<file path="config.mk">
export PLATFORM = sky130hd
export DESIGN_NAME = imm_gen_pipe
export DESIGN_NICKNAME = d
export VERILOG_FILES = /design/src/rtl/imm_gen_pipe.sv
export SDC_FILE = /design/constraint.sdc
export NUM_CORES = 1
export LEC_CHECK = 0
export CAP_MARGIN = 10
export CORE_ASPECT_RATIO = 0.7
export CORE_UTILIZATION = 45
export DETAILED_ROUTE_END_ITERATION = 6
export HOLD_SLACK_MARGIN = 0.03
export PLACE_DENSITY = 0.72
export REMOVE_ABC_BUFFERS = 1
export SETUP_SLACK_MARGIN = 0.1
export SYNTH_ARGS = -nofsm -noshare
export SYNTH_HDL_FRONTEND = slang
export SYNTH_SLANG_ARGS = --single-unit
</file>
<file path="constraint.sdc">
create_clock -name CLK -period 2.3 [get_ports CLK]
set_input_delay 0.69 -clock CLK [delete_from_list [all_inputs] [get_ports CLK]]
set_output_delay 0.69 -clock CLK [all_outputs]
set_load 0.01 [all_outputs]
</file>
<file path="src/rtl/imm_gen_pipe.sv">
// Pipelined RISC-V immediate generator: decodes the immediate for the selected format
// and queues it, with an illegal-select flag, in a 2-entry valid/ready output FIFO.
module imm_gen_pipe #(
   parameter int XLEN  = 32,
   parameter int DEPTH = 2
) (
   input  logic            CLK,
   input  logic            RST,
   input  logic [31:0]     INSTR,
   input  logic [2:0]      ImmSrc,
   input  logic            IN_VALID,
   output logic            IN_READY,
   output logic [XLEN-1:0] ImmExt,
   output logic            IMM_ERR,
   output logic            OUT_VALID,
   input  logic            OUT_READY
);

   // Handshake: a transfer happens on a rising CLK edge when valid and ready are both high
   // on that side; IN_READY depends only on registered occupancy, never on OUT_READY.

   logic [XLEN-1:0] immNext;
   logic            errNext;
   logic [XLEN-1:0] immBuf [2];
   logic            errBuf [2];
   logic            headPtr;
   logic            tailPtr;
   logic [1:0]      count;
   logic            push;
   logic            pop;
   logic            unusedOpcode;

   assign unusedOpcode = ^INSTR[6:0];

   always_comb begin
      immNext = '0;
      errNext = 1'b0;
      case (ImmSrc)
         3'b000: immNext = {{(XLEN-12){INSTR[31]}}, INSTR[31:20]};
         3'b001: immNext = {{(XLEN-12){INSTR[31]}}, INSTR[31:25], INSTR[11:7]};
         3'b010: immNext = {{(XLEN-13){INSTR[31]}}, INSTR[31], INSTR[7], INSTR[30:25],
                            INSTR[11:8], 1'b0};
         3'b011: immNext = {{(XLEN-21){INSTR[31]}}, INSTR[31], INSTR[19:12], INSTR[20],
                            INSTR[30:21], 1'b0};
         3'b100: begin
            // Fill everything with the sign first so XLEN=32 needs no zero-width replication.
            immNext       = {XLEN{INSTR[31]}};
            immNext[31:0] = {INSTR[31:12], 12'b0};
         end
         3'b101: immNext = XLEN'(INSTR[19:15]);
         default: errNext = 1'b1;
      endcase
   end

   assign IN_READY  = (count != 2'(DEPTH));
   assign OUT_VALID = (count != 2'd0);
   assign push      = IN_VALID && IN_READY;
   assign pop       = OUT_VALID && OUT_READY;
   assign ImmExt    = immBuf[headPtr];
   assign IMM_ERR   = errBuf[headPtr];

   always_ff @(posedge CLK) begin
      if (RST) begin
         count     <= 2'd0;
         headPtr   <= 1'b0;
         tailPtr   <= 1'b0;
         immBuf[0] <= '0;
         immBuf[1] <= '0;
         errBuf[0] <= 1'b0;
         errBuf[1] <= 1'b0;
      end else begin
         if (push) begin
            immBuf[tailPtr] <= immNext;
            errBuf[tailPtr] <= errNext;
            tailPtr         <= ~tailPtr;
         end
         if (pop) begin
            headPtr <= ~headPtr;
         end
         case ({push, pop})
            2'b10:   count <= count + 2'd1;
            2'b01:   count <= count - 2'd1;
            default: count <= count;
         endcase
      end
   end

endmodule

</file>
After elaboration in Yosys (flattened, before gate mapping):

Memory sizes are Yosys's and may differ from the RTL's. A register that Yosys moved wholly into a read port is not among the register bits.
Cells that the tools add are included.

* register bits after elaboration: 4
* bits in writable memories: 66
* input port bits: 39
* output and inout port bits: 35
* word-level logic and storage cells: 43
* memories kept: 2

* $add $sub $neg: 2
* equal/unequal tests: 8
* multiplexer cells: 18
* bitwise operators: 2
* reductions and logical operators: 8

Memory list
* immBuf: words 2, bits a word 32, read ports 1, clocked after memory_dff 1, wr ports 2, RTL line 24 `logic [XLEN-1:0] immBuf [2];`
* errBuf: words 2, bits a word 1, read ports 1, clocked after memory_dff 1, wr ports 2, RTL line 25 `logic errBuf [2];`

Operators by type and width (count)
* 32-bit case mux with 6 select lines: 1
* 32-bit two-way mux: 1
* 32-bit OR reduction: 1
* 1-bit two-way mux: 15
* 3-bit by 2-bit equality test with 1-bit output (second input constant): 2
* 3-bit equality test (second input constant): 2
* 6-bit OR reduction: 1
* 2-bit case mux with 2 select lines: 1
* 2-bit nonzero test: 2
* 3-bit by 1-bit equality test with 1-bit output (second input constant): 1
* 3-bit zero test: 1
* 2-bit by 1-bit adder with 2-bit output (second input constant): 1
* 2-bit by 1-bit equality test with 1-bit output (second input constant): 1
* 2-bit equality test (second input constant): 1
* 1-bit logical AND: 2
* 2-bit inequality test (second input constant): 1
* 1-bit inverter: 2
* 2-bit by 1-bit subtractor with 2-bit output (second input constant): 1
* 1-bit OR reduction: 1

Logic depth before layout (Yosys ltp):

Gate-level depths: netlist of the first run.

* word-level depth: 7
* depth in mapped cells: 7

Least setup slack after synthesis of the first run:

Ideal clock, no wire load.

* kind: input port to flip-flop
* start: input RST
* end: memory errBuf[1], enable pin
* data arrival time: 1.875 ns
* setup slack: 0.029 ns
* stages: 3
* path buffers: 1
* cell sequence: clkbuf_1 > nand4b_4 > nand2b_1

RTL lines
* start, declared: RTL line 8 `input logic RST,`
* end, declared: RTL line 25

==> results of run 1 <==
[power by group through the flow]
stage,Clock [W],Combinational [W],Sequential (W)
after floorplan,0,0.000650,0.00174
after CTS,0.00146,0.00153,0.00170
after global routing,0.00152,0.00164,0.00171
after detailed placement,0,0.00141,0.00171
after global placement,0,0.00140,0.00169
final,0.00145,0.00153,0.00170
[per-layer routing]
| layer | part of all wire | routed length [um] |
|---|---|---|
| met1 | 0.45 | 3800 |
| met2 | 0.47 | 3920 |
| met3 | 0.071 | 594 |
| met4 | 0.010 | 86 |
| met5 | 0 | 0 |
[critical path, stage by stage (launching register included)]
cell and delay, ns:
dfxtp_4 0.37, buf_12 0.14, buf_16 0.13, buf_12 0.13, mux2_4 0.29, buf_6 0.12
[cell type report]
cell class,count,area [um^2]
fillers,632,3010
repair buffers,90,893
clock buffers,10,229
flip-flops and latches,71,2090
well taps,101,126
multi-input cells,195,1440
clock inverters,6,85.1
[cell usage after synthesis, types with 2 or more instances]
| cell | n |
|---|---|
| mux2_2 | 42 |
| o21ai_0 | 2 |
| edfxtp_1 | 66 |
| nor3b_2 | 5 |
| nand2_1 | 7 |
| nor2_1 | 32 |
| nand3_1 | 8 |
| buf_6 | 4 |
| dfxtp_1 | 5 |
| buf_1 | 3 |
| a22oi_1 | 5 |
| nor3b_1 | 8 |
| nor2b_1 | 4 |
| buf_2 | 12 |
| clkbuf_1 | 6 |
| xnor2_1 | 2 |
| nand3b_1 | 9 |
| a21o_1 | 16 |
| nand2b_1 | 5 |
| a21oi_1 | 37 |
| nor3_1 | 2 |
[registers in the layout (all words and copies together) (netlist names), named ones only]
name / flops
immBuf: 64
count: 2
errBuf: 2
headPtr: 1
tailPtr: 1
[path summary, 6_finish.rpt]
kind                            to  slack [ns]  cells past startpoint
min                      flip-flop        0.52                      2
max                      ImmExt[7]        0.09                      5
min reg2reg              flip-flop        0.52                      2
max reg2reg  count[1]$_SDFFE_PP0P_        0.60                      6
[through the flow]
step	TNS (ns)	instances	worst slack (ns)
floorplan	-3.80	266	-0.115
global placement	-0.674	451	-0.0659
detailed placement	-1.37	451	-0.0973
CTS	0	473	0.0661
global route	0	473	0.0587
finish	0	473	0.0934
[logic make-up (layout without fill, tap and decap cells)]
kind of cell,count (synthesis),in the layout,synth area share
AND/OR/NAND/NOR,85,85,0.141
multiplexers,43,43,0.132
AO/OA/AOI/OAI,63,63,0.103
buffers and inverters,27,106,0.0441
XOR/XNOR,3,3,0.00718
adder cells (fa/ha/maj),1,1,0.00342
flip-flops,71,71,0.569
[timing repair]
item,4_1_cts,5_1_grt
resized for setup,118,15
buffers inserted,3,0
cloned,3,0
endpoints found under the setup margin,33,21
==> results.md, run 1 <==
- Hold buffer count at cts: 0
- Via count: roughly 2600
- GPL Wtd Cong: between 0.7 and 0.8
- Internal power: 0.00341 W
- Sequential power share: 0.363
- Initial Util: 0.465
- Yosys reg bits: 71
- Syn. warnings: 0
- Die Width: between 100 and 150 um
- RSZ-0062 raised after global routing: true
- Leak: around 1.8 nW
- Fin. Hold Viols: 0
- Commonest non-fill, non-tap cells in the layout: edfxtp_1, a21oi_1, mux2_2
- Row count: 27
- Routed WL per cell: 17.7 um
- Post-DP HPWL: 5150 um
- Gr busiest metal: met2
- Num CTS Buffers: 9
- Clk pin slew, worst setup/hold paths: 0.05 ns
- Post-Syn Instances: 293
- Max Clock Freq: 453 MHz
- Design Area, Final: 4860 um^2
- Gr usage total: 0.213
- First-pass DRT Iterations: 4
- Mapped Area: between 3000 and 4000 um^2
- Slew margin rel.: 0.629
- Switching power: 0.00127 W
- Seq/Total Area, Yosys: 0.569
- Total gr overflow: 0
- Most common cell after layout, fill and taps aside: edfxtp_1
- Syn-to-layout area delta: 32.9%
- Met1 Use GR: 0.298
- Clock share of power: 0.311
- Pwr/cell area: approximately 960 nW/um^2
- DP Area: 4480 um^2
- CP max FO: 5
- Clock Skew: between 0.004 and 0.005 ns
- HP Start: headPtr$_SDFFE_PP0P_
- CTS tree: done
- Worst min path class: flip-flop to flip-flop
- Least-Margin Pin Slew: 0.553 ns
- Global-route wire length before repair: 13200 um
- Clock sinks: 71
- N_diodes: 0
- Largest net degree at the start of global routing: 34
- Fin util: 0.618
- Routed WL: 8390 um
- Critical path endpoint category: primary output
- Fin Hold WS: between 0.5 and 0.6 ns
- CTS root buffer: clkbuf_16
- Yosys top cell area share: 0.542
- Sw frac: 0.270
- Grt met3 use: 0.0605
- Slew Limit Fails: 0
- Status: completed
- Layout cells sized above 1: 0.325
- Vias per inst: roughly 5.5
- Post-synthesis cell type count: 34
- WS Path Type: flip-flop to primary output
- Max-capacitance violation count: 0
- Core footprint: between 7000 and 8000 um^2
- IO Port Bufs: 66
- Final #Nets: roughly 400
- Maximum vdd drop: 534 uV
- Main area contributors after synthesis: edfxtp_1, mux2_2, a21oi_1
- Ys async rst share: 0
- Worst EP arrival: 1.52 ns
- Initial antenna violation count: 0
- Min cycle time layout: 2.21 ns
- Die height: just under 80 um
- Skew-Pair Late Insertion Delay: approximately 0.33 ns
- IO Pins: 74
- H-tree depth: 3
- Mean Syn Cell Area: 12.5 um^2
- Residual DRC count: 0
- Maximum clock path buffer count: 2
- Met2 usage: 0.325
- Antenna Nets Post-Route: 0
- Synth area leader: edfxtp_1
- Fin crit share: 0.959
- 1st-iter DRT viols: 143
- R2r startpoint: count[0]$_SDFFE_PP0P_
- Count of flip-flops with a built-in enable after synthesis: 66
- Main flop type after synthesis: edfxtp_1
- Vias in the first global route: between 2000 and 3000
- Power Total: 0.00468 W
- Die area: ~8500 um^2
- Comb power frac: 0.326
- Startpoint Class: flip-flop
- Setup violators final: 0
- CP Data Required Time: around 1.6 ns
(Power assumes the default switching activity.)
==> inputs of run 2 (changes only) <==
--- a/config.mk
+++ b/config.mk
@@ -5,6 +5,7 @@
 export SDC_FILE = /design/constraint.sdc
 export NUM_CORES = 1
 export LEC_CHECK = 0
+export ABC_CLOCK_PERIOD_IN_PS = 2300
 export CAP_MARGIN = 10
 export CORE_ASPECT_RATIO = 0.7
 export CORE_UTILIZATION = 45
==> results of run 2 <==
Final layout, timing and power as in run 1 (identical DEF).
==> inputs of run 3 (changes only) <==
--- a/config.mk
+++ b/config.mk
@@ -8,7 +8,9 @@
 export ABC_CLOCK_PERIOD_IN_PS = 2300
 export CAP_MARGIN = 10
 export CORE_ASPECT_RATIO = 0.7
+export CORE_MARGIN = 3
 export CORE_UTILIZATION = 45
+export CTS_CLUSTER_DIAMETER = 30
 export DETAILED_ROUTE_END_ITERATION = 6
 export HOLD_SLACK_MARGIN = 0.03
 export PLACE_DENSITY = 0.72
==> results.md, run 3 (synthesis gave the netlist of run 1 again) <==
- Worst EP arrival: 1.56 ns (+0.04 ns)
- Bufs and invs on worst path: 4 (unchanged)
- CP Cell Sequence: buf_6, buf_16, buf_4, mux2_2, buf_2
- Clk pin slew, worst setup/hold paths: 0.05 ns (about the same)
- Maximum clock path buffer count: 2 (unchanged)
- Maximum vdd drop: 627 uV (+17%)
- Startpoint Class: flip-flop
- Setup violators final: 0 (unchanged)
- Routed WL: 8900 um (+6.1%)
- Crit path largest cell delay: 0.40 ns (+0.03 ns)
- GPL Wtd Cong: 0.778 (+0.26%)
- Most flops, register: immBuf
- Fin. Hold Viols: 0 (unchanged)
- Clock Skew: 0.00672 ns (+0.00182 ns)
- Largest net degree at the start of global routing: 24 (-29%)
- Switching power: 0.00132 W (+4.4%)
- Core footprint: 7580 um^2 (-3.7%)
- Clock sinks: 71 (unchanged)
- IO Pins: 74 (unchanged)
- Initial Util: 0.483 (+0.0179)
- Gr usage total: 0.204 (-0.00911)
- Fin crit share: 0.978 (+0.0188)
- Least-Margin Pin Slew: 0.536 ns (-0.0171 ns)
- Die height: 81.4 um (+5.2%)
- WS Path Type: flip-flop to primary output
- Fin Hold WS: 0.510 ns (-0.00628 ns)
- Slew margin rel.: 0.641 (+0.0114)
- Sw frac: 0.283 (+0.0130)
- Slew Limit Fails: 0 (unchanged)
- CTS tree: done
- Leak: 1.88 nW (+2.1%)
- CTS root buffer: clkbuf_16
- Die Width: 114 um (+3.6%)
- Residual DRC count: 0 (unchanged)
- Clock share of power: 0.295 (-0.016)
- First-pass DRT Iterations: 4 (unchanged)
- CP max FO: 8 (+3)
- Internal power: 0.00334 W (-2.2%)
- Initial antenna violation count: 0 (unchanged)
- Comb power frac: 0.340 (+0.014)
- Routed WL per cell: 18.6 um (+4.5%)
- Worst min path class: flip-flop to flip-flop
- DP Area: 4550 um^2 (+1.4%)
- Antenna Nets Post-Route: 0 (unchanged)
- Slowest CP cell: dfxtp_4
- Largest regs: immBuf: 64 flops, count: 2 flops, errBuf: 2 flops
- Syn-to-layout area delta: 33.6%
- Design Area, Final: 4890 um^2 (+0.54%)
- Via count: 2647 (+1.3%)
- Skew-Pair Late Insertion Delay: 0.33 ns (about the same)
- CP Data Required Time: 1.61 ns (about the same)
- Power Total: 0.00466 W (-0.39%)
- Crit-path leading delay family: buffers and inverters
- RSZ-0062 raised after global routing: true
- Layout cells sized above 1: 0.356 (+0.0308)
- Row count: 26 (-3.7%)
- Most common cell after layout, fill and taps aside: edfxtp_1
- Min cycle time layout: 2.25 ns (+0.0432 ns)
- Status: completed
- Num CTS Buffers: 9 (unchanged)
- Max Clock Freq: 444 MHz (-1.9%)
- N_diodes: 0 (unchanged)
- H-tree depth: 3 (unchanged)
- Largest register FFs: 64 (unchanged)
- Sequential power share: 0.366 (+0.003)
- Pwr/cell area: 953 nW/um^2 (-0.92%)
- Commonest non-fill, non-tap cells in the layout: edfxtp_1, mux2_2, a21oi_1
- Post-DP HPWL: 5650 um (+9.9%)
- Total gr overflow: 0 (unchanged)
- Vias per inst: 5.51 (-0.14%)
- Global-route wire length before repair: 14200 um (+8.1%)
- Die area: 9270 um^2 (+9.0%)
- 1st-iter DRT viols: 159 (+11%)
- Vias in the first global route: 2701 (+6.9%)
- Critical path endpoint category: primary output
- Max-capacitance violation count: 0 (unchanged)
- IO Port Bufs: 66 (unchanged)
- Final #Nets: 417 (+2.5%)
==> run 3: cell type report <==
| cell class | instances | area, um^2 |
|---|---|---|
| Clock buffer | 10 | 229 |
| Fill cell | 588 | 2690 |
| Sequential cell | 71 | 2090 |
| Clock inverter | 6 | 67.6 |
| Timing Repair Buffer | 100 | 950 |
| Tap cell | 98 | 123 |
| Multi-Input combinational cell | 195 | 1430 |
==> run 3: per-stage QoR <==
step | instances | setup WS, ns | utilization | setup TNS (ns)
3_5_place_dp | 453 | -0.144 | 0.600 | -2.16
6_report | 480 | 0.0502 | 0.645 | 0
5_1_grt | 480 | 0.0134 | 0.645 | 0
4_1_cts | 477 | 0.000702 | 0.643 | 0
3_3_place_gp | 453 | -0.0735 | 0.600 | -0.613
2_1_floorplan | 266 | -0.115 | - | -3.80
==> run 3: path summary, 6_finish.rpt <==
check / slack, ns / from / end / depth (start not counted)
max: 0.05 / flip-flop / ImmExt[4] / 5
min: 0.51 / headPtr$_SDFFE_PP0P_ / headPtr$_SDFFE_PP0P_ / 2
max reg2reg: 0.63 / count[0]$_SDFFE_PP0P_ / count[1]$_SDFFE_PP0P_ / 6
min reg2reg: 0.51 / headPtr$_SDFFE_PP0P_ / headPtr$_SDFFE_PP0P_ / 2
==> run 3: worst reg2reg max path: stages, from the launching register on <==
cell and delay (ns):
dfxtp_1 0.43, nand2b_1 0.16, buf_4 0.16, nand2_1 0.06
ha_1 0.30, or3_1 0.35, a21oi_1 0.14
==> run 3: metal layers <==
metal,part of all wire,track usage,vias to the layer above,wire length (um)
li1,-,-,1257,-
met1,0.43,0.271,1283,3870
met2,0.49,0.345,101,4330
met3,0.072,0.0486,6,639
met4,0.0074,0.0486,0,66
met5,0,0,-,0
==> run 3: power groups by stage <==
stage	Clock (W)	Combinational, W	Sequential [W]
floorplan	0	0.000650	0.00174
CTS	0.00139	0.00153	0.00170
global placement	0	0.00144	0.00169
finish	0.00137	0.00158	0.00170
detailed placement	0	0.00145	0.00171
global route	0.00145	0.00169	0.00172
==> run 3: timing repair <==
action / 4_1_cts / 5_1_grt
hold buffers: 0 / 0
gates cloned: 3 / 0
gates resized for setup: 105 / 34
buffers inserted: 5 / 3
endpoints found under the setup margin: 33 / 39
endpoints found under the hold margin: 0 / 0
